## src/rtl/iir_mac_sequencer.sv

```systemverilog
// Direct-form-I IIR filter built around one shared signed MAC, stepped through
// the zero taps then the pole taps for each sample, then scaled by a0 and saturated.
module iir_mac_sequencer #(
   parameter int ORDER    = 6,
   parameter int DW       = 15,
   parameter int CW       = 12,
   parameter int AW       = 32,
   parameter int A0_SHIFT = 9
) (
   input  logic                 i_clk,
   input  logic                 i_rst_n,
   input  logic                 i_clr,
   input  logic signed [DW-1:0] i_din,
   input  logic                 i_din_valid,
   output logic                 o_din_ready,
   output logic signed [DW-1:0] o_dout,
   output logic                 o_dout_valid,
   input  logic                 i_cfg_we,
   input  logic [3:0]           i_cfg_addr,
   input  logic signed [CW-1:0] i_cfg_data,
   output logic                 o_busy,
   output logic                 o_sat_flag,
   output logic                 o_cfg_err
);
   localparam int NC = 2*ORDER+1;
   localparam int IW = $clog2(ORDER+1);
   localparam int PW = DW+CW;
   localparam logic signed [AW-1:0] YMAX = AW'(2**(DW-1)-1);
   localparam logic signed [AW-1:0] YMIN = ~YMAX;

   typedef enum logic [1:0] {S_IDLE, S_ZERO, S_POLE, S_SCALE} state_t;

   state_t               r_state, w_next;
   logic [IW-1:0]        r_idx;
   logic signed [CW-1:0] r_coef [NC];
   logic signed [DW-1:0] r_x [ORDER+1];
   logic signed [DW-1:0] r_y [ORDER];
   logic signed [AW-1:0] r_acc;

   logic                 w_accept, w_last, w_sat;
   logic signed [CW-1:0] w_coef;
   logic signed [DW-1:0] w_samp, w_y;
   logic signed [PW-1:0] w_prod;
   logic signed [AW-1:0] w_prod_ext, w_shift;

   assign w_accept = i_din_valid & o_din_ready & ~i_clr;
   assign w_last   = (r_idx == IW'(ORDER));

   always_ff @(posedge i_clk or negedge i_rst_n) begin
      if (!i_rst_n) r_state <= S_IDLE;
      else          r_state <= w_next;
   end

   always_comb begin
      w_next = r_state;
      if (i_clr) w_next = S_IDLE;
      else begin
         case (r_state)
            S_IDLE:  if (w_accept) w_next = S_ZERO;
            S_ZERO:  if (w_last)   w_next = S_POLE;
            S_POLE:  if (w_last)   w_next = S_SCALE;
            default: w_next = S_IDLE;
         endcase
      end
   end

   always_comb begin
      o_busy      = (r_state != S_IDLE);
      o_din_ready = (r_state == S_IDLE);
   end

   // Operand select for the single multiplier: b[idx]*x[idx] or a[idx]*y[idx-1]
   always_comb begin
      w_coef = '0;
      w_samp = '0;
      if (r_state == S_POLE) begin
         for (int k = 1; k <= ORDER; k++)
            if (r_idx == IW'(k)) begin
               w_coef = r_coef[ORDER+k];
               w_samp = r_y[k-1];
            end
      end else begin
         for (int k = 0; k <= ORDER; k++)
            if (r_idx == IW'(k)) begin
               w_coef = r_coef[k];
               w_samp = r_x[k];
            end
      end
   end

   assign w_prod     = w_coef * w_samp;
   assign w_prod_ext = AW'(w_prod);
   assign w_shift    = r_acc >>> A0_SHIFT;
   assign w_sat      = (w_shift > YMAX) || (w_shift < YMIN);
   assign w_y        = (w_shift > YMAX) ? YMAX[DW-1:0] :
                       (w_shift < YMIN) ? YMIN[DW-1:0] : w_shift[DW-1:0];

   always_ff @(posedge i_clk or negedge i_rst_n) begin
      if (!i_rst_n) begin
         for (int k = 0; k < NC; k++)    r_coef[k] <= '0;
         for (int k = 0; k <= ORDER; k++) r_x[k]   <= '0;
         for (int k = 0; k < ORDER; k++)  r_y[k]   <= '0;
         r_acc        <= '0;
         r_idx        <= '0;
         o_dout       <= '0;
         o_dout_valid <= 1'b0;
         o_sat_flag   <= 1'b0;
         o_cfg_err    <= 1'b0;
      end else begin
         o_dout_valid <= 1'b0;
         // Coefficients only change in IDLE, so a write beside an accept is seen by that sample
         if (i_cfg_we) begin
            if (r_state != S_IDLE || i_cfg_addr > 4'(2*ORDER)) o_cfg_err <= 1'b1;
            else
               for (int k = 0; k < NC; k++)
                  if (i_cfg_addr == 4'(k)) r_coef[k] <= i_cfg_data;
         end
         if (i_clr) begin
            for (int k = 0; k <= ORDER; k++) r_x[k] <= '0;
            for (int k = 0; k < ORDER; k++)  r_y[k] <= '0;
            r_acc      <= '0;
            r_idx      <= '0;
            o_sat_flag <= 1'b0;
            o_cfg_err  <= 1'b0;
         end else begin
            case (r_state)
               S_IDLE: if (w_accept) begin
                  for (int k = ORDER; k > 0; k--) r_x[k] <= r_x[k-1];
                  r_x[0] <= i_din;
                  r_acc  <= '0;
                  r_idx  <= '0;
               end
               S_ZERO: begin
                  r_acc <= r_acc + w_prod_ext;
                  r_idx <= w_last ? IW'(1) : r_idx + 1'b1;
               end
               S_POLE: begin
                  r_acc <= r_acc - w_prod_ext;
                  r_idx <= r_idx + 1'b1;
               end
               default: begin
                  o_dout       <= w_y;
                  o_dout_valid <= 1'b1;
                  if (w_sat) o_sat_flag <= 1'b1;
                  for (int k = ORDER-1; k > 0; k--) r_y[k] <= r_y[k-1];
                  r_y[0] <= w_y;
               end
            endcase
         end
      end
   end
endmodule

```

## config.mk

```make
export PLATFORM = sky130hd
export DESIGN_NAME = iir_mac_sequencer
export DESIGN_NICKNAME = d
export VERILOG_FILES = /design/src/rtl/iir_mac_sequencer.sv
export SDC_FILE = /design/constraint.sdc
export NUM_CORES = 1
export LEC_CHECK = 0
export BUFFER_PORTS_ARGS = -buffer_cell sky130_fd_sc_hd__buf_2
export CORE_MARGIN = 4
export CORE_UTILIZATION = 45
export DETAILED_ROUTE_END_ITERATION = 7
export SLEW_MARGIN = 0
export SYNTH_ARGS = -nofsm -noshare
export SYNTH_HDL_FRONTEND = slang
export SYNTH_SLANG_ARGS = --single-unit
```

## constraint.sdc

```tcl
create_clock -name i_clk -period 12.2 [get_ports i_clk]
set_input_delay 0 -clock i_clk [delete_from_list [all_inputs] [get_ports i_clk]]
set_output_delay 0 -clock i_clk [all_outputs]
set_load 0.05 [all_outputs]
```

==> flow_summary.yaml, run 1 <==
cells_and_area:
  areaGrowthSynthToFinish_pct: 11.3
  antenna_cells: 0
  drive_above_1_share_pct: 15.4
  fill_cells: 5239
  finish.instance_area_um2: 29900
  final_nets: 2979
synth:
  synth_seq_cells: 406
  ys_types: 66
  seq_area_frac_synth_pct: 37.8
  synthCells: 2640
  syn-mean-instance-area_um2: 10.2
  synth_edf_count: 0
  synth_warnings: 0
  syn_nets: 2943
  async_flop_share_pct: 100
  synth_area_um2: 26900
  ys.flop_type: "dfrtp_1"
critical_path:
  end_kind: "flop"
  critical_path.most_common_cell: "inv_1"
  critPathMaxStageDelay_ns: 0.59
  critical_path.top_delay_family: "adder cells"
  cp-start-kind: "flop"
  worstPathArrival_ns: 11.84
  required_ns: 12.69
  critPathKind: "flop to flop"
  cp_slowest_cell: "or4_4"
  path_max_fanout: 19
  cp_num_buf_inv: 7
die:
  die_h_um: 252
  rows: 89
  core_um2: 59100
  io_pins: 56
  die_w_um: 252
  die_area_um2: 63700
  initial_core_util_pct: 45.5
grt:
  grt_start_max_net_pins: 167
  first_global_vias: 20600
  antenna_found_initial: 1
  overflow: 0
  grt_pass1_wl_um: 116000
  grtUsageTotal_pct: 22.7
placed_design:
  port_buffers: 55
  gp_congestion: 0.850
  postPlaceCellArea_um2: 28100
  dp_hpwl_um: 48600
sta:
  rsz0062_at_grt: "no"
  min_period_ns: 11.35
  drv_slew: 0
  maxSlewHeadroom_pct: 19.7
  fin_tns_setup_ns: 0
  skew_ns: 0.0194
  fin_crit_sh_pct: 93.1
  max_freq_mhz: 88.1
  worst_slew_pin_slew_ns: 1.20
  setup_viol: 0
  final_hold_viol_count: 0
clock_tree:
  cts_setup_buffers: 0
  cts_buffers: 45
  insertion_delay_ns: 0.57
  htree_num_levels: 2
  clk_pin_slew_worst_paths_ns: 0.06
  cts_tree: "done"
  clockBufferDepth: 3
  ctsRootBufferMaster: "clkbuf_16"
  cts_sinks: 406
route:
  wirelength_um: 70000
  drc: 0
  dr.pass1.iters: 5
  vias: 19600
  via_per_inst: 5.64
  drtIter0Drc: 1265
  ant_nets: 0
  wl_per_cell_um: 20.1
status:
  status: "finished, final reports clean"
flow_run:
  maxCapViolCount: 0
min_path:
  hold_class: "input port to flop"
layout by cell type (no fill, tap or decap), types with 8 or more instances in the layout:
cell type / n
buf_4: 61
mux2_2: 160
a211oi_1: 10
and2_1: 39
xor2_1: 27
clkbuf_1: 9
a21o_1: 16
clkbuf_16: 46
a22oi_1: 26
o21ai_0: 156
inv_1: 229
o21ai_1: 9
mux2i_1: 104
nor2_1: 205
fa_1: 170
buf_2: 54
a221oi_1: 28
nand2_1: 274
clkinv_2: 8
a22o_1: 110
dfrtp_1: 406
nor2b_1: 30
dlygate4sd3_1: 33
nand2b_1: 19
a21oi_1: 111
clkbuf_8: 13
xnor2_1: 46
o21bai_1: 8
nor3_1: 45
ha_1: 94
or2_2: 8
mux4_2: 25
state kept, by name, indices dropped and copies added, names as in the netlist:
| signal | cells |
|---|---|
| r_state | 2 |
| o_dout_valid | 1 |
| o_dout | 15 |
| r_acc | 32 |
| o_sat_flag | 1 |
| o_cfg_err | 1 |
| r_y | 90 |
| r_x | 105 |
| r_coef | 156 |
| r_idx | 3 |
layout make-up:
type	instances	area, µm²	share of cell area [%]
clock buffer	68	1360	4.56
clock inverter	12	104	0.347
inverter	230	863	2.89
multi-input combinational	1843	15400	51.4
sequential	406	10200	34.0
tap	773	967	3.23
timing repair buffer	150	1090	3.66
what timing repair did:
item,4_1_cts,5_1_grt
hold buffers,33,0
hold endpoints to repair,287,0
resized for setup,0,1
endpoints found under the setup margin,0,2
routing by layer:
layer	GRT usage, %	part of all wire (%)	up-vias
li1	-	-	9071
met1	31.0	44	10000
met2	38.4	49	455
met3	2.99	4.4	95
met4	6.15	2.6	0
met5	0	0	-
worst min-delay path, delay by kind of cell:
family / cells / cell delay [ns]
simple gates: 1 / 0.15
mux: 1 / 0.25
buf+inv: 1 / 0.17
final timing paths:
kind                               startpoint          to  slack (ns)  cells past startpoint
worst max-delay path                 r_idx[1]   r_acc[31]        0.85                     44
worst min-delay path            i_cfg_addr[0]  r_coef[25]        0.05                      3
worst max register to register       r_idx[1]   r_acc[31]        0.85                     44
worst min register to register      o_dout[6]   o_dout[6]        0.48                      2
max in group asynchronous             i_rst_n    r_acc[1]        9.77                      4
min in group asynchronous             i_rst_n     r_x[97]        0.08                      2
Yosys cell counts (10+ instances only):
cell type / count / area (µm²)
a211oi_1: 10 / 75.1
a21o_1: 16 / 120
a21oi_1: 112 / 561
a221oi_1: 28 / 245
a22o_1: 110 / 963
a22oi_1: 26 / 195
and2_1: 40 / 250
buf_1: 25 / 93.8
clkbuf_1: 130 / 488
dfrtp_1: 406 / 10200
fa_1: 170 / 3400
ha_1: 97 / 1210
inv_1: 230 / 863
mux2_2: 160 / 1800
mux2i_1: 104 / 1040
mux4_2: 25 / 563
nand2_1: 275 / 1030
nand2b_1: 19 / 119
nor2_1: 212 / 796
nor2b_1: 31 / 194
nor3_1: 47 / 235
o21ai_0: 164 / 821
xnor2_1: 46 / 403
xor2_1: 27 / 236
stage by stage:
step	setup WS (ns)	hold slack (ns)	util [%]	instances
floorplan	2.33	-0.296	-	2640
finish	0.846	0.0535	50.6	3482
CTS	0.709	0.00473	50.6	3482
detailed placement	0.756	0.106	47.5	3369
global placement	0.903	0.108	47.5	3369
global route	0.0898	0.0359	50.6	3482
cells by family (layout without fill, tap and decap cells):
logic type / Yosys count / after routing / share of synthesized area (%)
AOI/OAI and AO/OA: 530 / 530 / 13.0
xor gates and xnor gates: 74 / 74 / 2.46
adders and majority gates: 267 / 267 / 17.2
buffers and inverters: 391 / 460 / 5.49
DFF: 406 / 406 / 37.8
muxes: 289 / 289 / 12.7
and+or+nand+nor: 683 / 683 / 11.4
Power of run 1 is left out: the tool's default activity adds up to more than one toggle a clock period on the data nets, which glitch-free logic cannot reach.
==> inputs of run 2 (changes only) <==
--- a/config.mk
+++ b/config.mk
@@ -7,7 +7,7 @@
 export LEC_CHECK = 0
 export BUFFER_PORTS_ARGS = -buffer_cell sky130_fd_sc_hd__buf_2
 export CORE_MARGIN = 4
-export CORE_UTILIZATION = 45
+export CORE_UTILIZATION = 33
 export DETAILED_ROUTE_END_ITERATION = 7
 export SLEW_MARGIN = 0
 export SYNTH_ARGS = -nofsm -noshare
==> run 2 against run 1 <==
Setup slack better by 0.070 ns. Register-to-register slack improved by 0.07 ns. Via count down 0.89%. Worst hold slack better by 0.021 ns. Critical endpoint unchanged. Final cell count up 8.2%. Utilization fell by 13 points. Global-route usage down 6.1 points. Non-clock buffer count fell by 2. Fmax up 0.62%. Critical path depth grew 1.
==> flow_summary.yaml, run 2 (synthesized netlist as in run 1, its figures left out) <==
status:
  status: "finished, final reports clean"
clock_tree:
  cts_setup_buffers: 0
  clockBufferDepth: 3
  cts_tree: "done"
  insertion_delay_ns: 0.59
  cts_sinks: 406
  ctsRootBufferMaster: "clkbuf_16"
  htree_num_levels: 2
  post_cts_resized: 0
  clk_pin_slew_worst_paths_ns: 0.06
  cts_buffers: 44
die:
  io_pins: 56
  rows: 104
  die_area_um2: 86100
  initial_core_util_pct: 33.3
  die_w_um: 293
  core_um2: 80700
  die_h_um: 293
critical_path:
  r2r_cells: 45
  cp_slowest_cell: "fa_1"
  timing.rr.end: "r_acc[31]"
  r2r-start: "r_idx[1]"
  end_kind: "flop"
  critPathKind: "flop to flop"
  critPathMaxStageDelay_ns: 0.55
  worstPathArrival_ns: 11.79
  reg2reg_slack_ns: 0.92
  path_max_fanout: 15
  required_ns: 12.71
  cp-start-kind: "flop"
  critical_path.most_common_cell: "inv_1"
min_path:
  whs_endpoint: "o_cfg_err"
  hold_class: "input port to flop"
  hold_start: "i_cfg_addr[1]"
  min_delay_path_depth: 5
placed_design:
  gp_congestion: 0.851
  dp_hpwl_um: 49200
  port_buffers: 55
route:
  dr.pass1.iters: 7
  vias: 19500
  route.met3.wl_um: 2460
  drc: 0
  routedLengthMet1_um: 32300
  wl_per_cell_um: 18.7
  ant_nets: 0
  topRoutingLayerUsed: "met4"
  drtIter0Drc: 1367
  wirelength_um: 70400
  via_per_inst: 5.17
  wl_met2_um: 33900
grt:
  grt_start_max_net_pins: 146
  first_global_vias: 19900
  grt_pass1_wl_um: 114000
  antenna_found_initial: 1
  overflow: 0
  grtUsageTotal_pct: 16.5
sta:
  fin_crit_sh_pct: 92.5
  maxSlewHeadroom_pct: 12.4
  fin_tns_setup_ns: 0
  drv_slew: 0
  min_period_ns: 11.28
  rsz0062_at_grt: "no"
  final_hold_viol_count: 0
  worst_slew_pin_slew_ns: 1.31
  skew_ns: 0.0169
  max_freq_mhz: 88.6
  setup_viol: 0
cells_and_area:
  drive_above_1_share_pct: 15.4
  regMostFlops: "r_coef"
  antenna_cells: 0
  final_common_cell: "dfrtp_1"
  areaGrowthSynthToFinish_pct: 12.9
  reg.largest.list: "r_coef (156), r_x (105), r_y (90)"
  final_nets: 2976
  final_cell_mix: "406 x dfrtp_1, 273 x nand2_1, 229 x inv_1, 208 x nor2_1, 170 x fa_1"
  largest_reg_flops: 156
flow_run:
  maxCapViolCount: 0
==> run 2: worst max-delay path by stage <==
stage	slack, ns	cells after the start	start	to
finish	0.92	45	r_idx[1]	r_acc[31]
global placement	1.15	45	r_idx[1]	r_acc[31]
CTS	0.96	45	r_idx[1]	r_acc[31]
detailed placement	1.05	45	r_idx[1]	r_acc[31]
global route	0.18	44	r_idx[1]	r_acc[29]
floorplan	2.33	44	r_idx[0]	r_acc[31]
==> run 2: critical path, delay by kind of cell (launching register included) <==
| kind | cells | cell delay (ns) |
|---|---|---|
| adders and majority gates | 8 | 3.58 |
| and+or+nand+nor | 11 | 2.56 |
| AOI/OAI and AO/OA | 14 | 2.52 |
| buffers and inverters | 8 | 1.05 |
| muxes | 1 | 0.53 |
| xor gates and xnor gates | 3 | 0.52 |
| DFF | 1 | 0.41 |
==> run 2: final cells by class <==
| type | instances | area [µm²] |
|---|---|---|
| multi-input combinational | 1843 | 15400 |
| inverter | 230 | 863 |
| clock inverter | 18 | 282 |
| tap | 1060 | 1330 |
| clock buffer | 62 | 1260 |
| timing repair buffer | 148 | 1100 |
| sequential | 406 | 10200 |
| fill | 7992 | 50300 |
==> run 2: metal layers <==
metal / vias to the layer above / GRT usage (%)
li1: 9065 / -
met1: 9993 / 22.8
met2: 329 / 27.8
met3: 80 / 1.63
met4: 0 / 4.75
met5: - / 0
==> run 2: per-stage QoR <==
stage	instance area, µm²	worst slack (ns)	hold WS [ns]	utilization [%]	cells
2_1_floorplan	26900	2.33	-0.296	-	2640
3_3_place_gp	28500	1.15	0.154	35.3	3656
3_5_place_dp	28500	1.05	0.157	35.3	3656
4_1_cts	30300	0.956	0.0538	37.6	3767
5_1_grt	30300	0.183	0.0948	37.6	3767
6_report	30300	0.916	0.0740	37.6	3767
==> run 2: repair_timing <==
| item | 4_1_cts | 5_1_grt |
|---|---|---|
| endpoints found under the setup margin | 0 | 0 |
| hold endpoints to repair | 294 | 0 |
| hold buffers | 31 | 0 |
Power of run 2 is left out for the same reason.
==> inputs of run 3 (changes only) <==
--- a/config.mk
+++ b/config.mk
@@ -7,7 +7,7 @@
 export LEC_CHECK = 0
 export BUFFER_PORTS_ARGS = -buffer_cell sky130_fd_sc_hd__buf_2
 export CORE_MARGIN = 4
-export CORE_UTILIZATION = 33
+export CORE_UTILIZATION = 35
 export DETAILED_ROUTE_END_ITERATION = 7
 export SLEW_MARGIN = 0
 export SYNTH_ARGS = -nofsm -noshare
==> run 3 against run 2 <==
Fmax grew 0.45%. Clock skew up 0.018 ns. Cell area is 0.16% lower. Routed wire length hardly changed. Setup slack improved by 0.051 ns. Count of clock-buffer cells in the layout stayed put. Register-to-register slack gained 0.05 ns. Sequential cell count stayed put. Global-route usage up 1.1 points. Worst hold slack got worse by 0.028 ns. Non-clock buffer count increased by 7. First-iteration DRC count is 10% lower. Critical endpoint is now r_acc[29].
==> flow_summary.yaml, run 3 (synthesized netlist as in run 1, its figures left out) <==
status:
  status: "finished, final reports clean"
placed_design:
  postPlaceCellArea_um2: 28400
  port_buffers: 55
  gp_congestion: 0.837
  dp.cells: 3630
  dp_hpwl_um: 49500
cells_and_area:
  finalNonFillerCells: 3744
  antenna_cells: 0
  largest_reg_flops: 156
  final_cell_mix: "406 x dfrtp_1, 273 x nand2_1, 229 x inv_1, 208 x nor2_1, 170 x fa_1"
  final_nets: 2983
  areaGrowthSynthToFinish_pct: 12.7
  fill_cells: 7455
  multiInputGateArea_um2: 15300
  finish.instance_area_um2: 30300
  drive_above_1_share_pct: 15.4
  final_common_cell: "dfrtp_1"
  regMostFlops: "r_coef"
  reg.largest.list: "r_coef (156), r_x (105), r_y (90)"
  register_area_um2: 10200
die:
  initial_core_util_pct: 35.3
  die_w_um: 285
  core_um2: 76100
  io_pins: 56
  die_area_um2: 81300
  rows: 101
  die_h_um: 285
critical_path:
  cp_slowest_cell: "fa_1"
  crit_end: "r_acc[29]"
  path_max_fanout: 15
  timing.rr.end: "r_acc[29]"
  r2r_cells: 44
  required_ns: 12.61
  cp-startpoint: "r_idx[1]"
  cp-start-kind: "flop"
  critPathMaxStageDelay_ns: 0.56
  r2r-start: "r_idx[1]"
  critical_path.most_common_cell: "inv_1"
  reg2reg_slack_ns: 0.97
  end_kind: "flop"
  worstPathArrival_ns: 11.64
  critPathKind: "flop to flop"
clock_tree:
  clockBufferDepth: 3
  clk_pin_slew_worst_paths_ns: 0.06
  cts_sinks: 406
  post_cts_resized: 0
  ctsRootBufferMaster: "clkbuf_16"
  htree_num_levels: 2
  cts_tree: "done"
  insertion_delay_ns: 0.60
  cts_buffers: 44
route:
  vias: 19500
  dr.pass1.iters: 5
  drtIter0Drc: 1224
  via_per_inst: 5.22
  ant_nets: 0
  drc: 0
  wirelength_um: 70500
  wl_per_cell_um: 18.8
grt:
  first_global_vias: 20200
  met3_usage_pct: 2.29
  grt_pass1_wl_um: 116000
  grtUsageTotal_pct: 17.6
  grt_start_max_net_pins: 99
  gr-usage-met1_pct: 24.0
  overflow: 0
  antenna_found_initial: 0
  busiest_layer: "met2"
  use_met2_pct: 30.0
sta:
  drv_slew: 0
  worst_slew_pin_slew_ns: 1.09
  max_freq_mhz: 89.0
  fin_tns_setup_ns: 0
  fin_hold_ws_ns: 0.0463
  setup_viol: 0
  final_hold_viol_count: 0
  fin_crit_sh_pct: 92.1
  min_period_ns: 11.23
  rsz0062_at_grt: "no"
  maxSlewHeadroom_pct: 27.4
  skew_ns: 0.0347
min_path:
  hold_class: "input port to asynchronous set/reset pin"
flow_run:
  maxCapViolCount: 0
==> run 3: cell types whose count changed in the layout (fill, tap and decap cells not counted), sizes merged <==
cell | previous run | this run
buf | 117 | 121
clkinv | 9 | 12
clkinvlp | 2 | 0
dlygate4sd3 | 31 | 34
inv | 232 | 231
==> run 3: how the worst min path moves through the flow <==
stage	from	end	slack [ns]	cells after the start
finish	i_rst_n	r_acc[29]	0.05	2
global route	i_cfg_we	r_coef[92]	0.06	4
CTS	i_din_valid	r_x[14]	0.02	4
detailed placement	i_rst_n	r_acc[29]	0.11	1
global placement	i_rst_n	r_acc[26]	0.11	1
floorplan	i_rst_n	o_cfg_err	-0.30	0
==> run 3: stage by stage <==
step	util [%]	worst slack, ns
2_1_floorplan	-	2.33
3_3_place_gp	37.4	1.19
3_5_place_dp	37.4	1.13
4_1_cts	39.8	1.07
5_1_grt	39.8	0.0472
6_report	39.8	0.967
==> run 3: worst max-delay path, delay by kind of cell, from the launching register on <==
family	cells	cell delay, ns
xor+xnor	3	0.48
buf+inv	8	1.04
simple gates	11	2.54
fa+ha+maj	8	3.56
compound gates	13	2.53
mux	1	0.47
flops	1	0.41
==> run 3: repair_timing <==
| action | in CTS | in global routing |
|---|---|---|
| setup buffers | 0 | 0 |
| hold buffers | 34 | 0 |
| hold endpoints to repair | 268 | 0 |
| setup endpoints to repair | 0 | 0 |
==> run 3: area by class of cell <==
type | count | share of cell area [%]
Multi-Input combinational cell | 1843 | 50.7
Sequential cell | 406 | 33.5
Tap cell | 1030 | 4.25
Clock buffer | 62 | 4.12
Timing Repair Buffer | 155 | 3.70
Inverter | 230 | 2.85
Clock inverter | 18 | 0.888
==> run 3: layer usage <==
metal | vias up | part of all wire, %
li1 | 9071 | -
met1 | 9984 | 45
met2 | 404 | 49
met3 | 85 | 4.0
met4 | 0 | 2.2
met5 | - | 0
Power of run 3 is left out for the same reason.
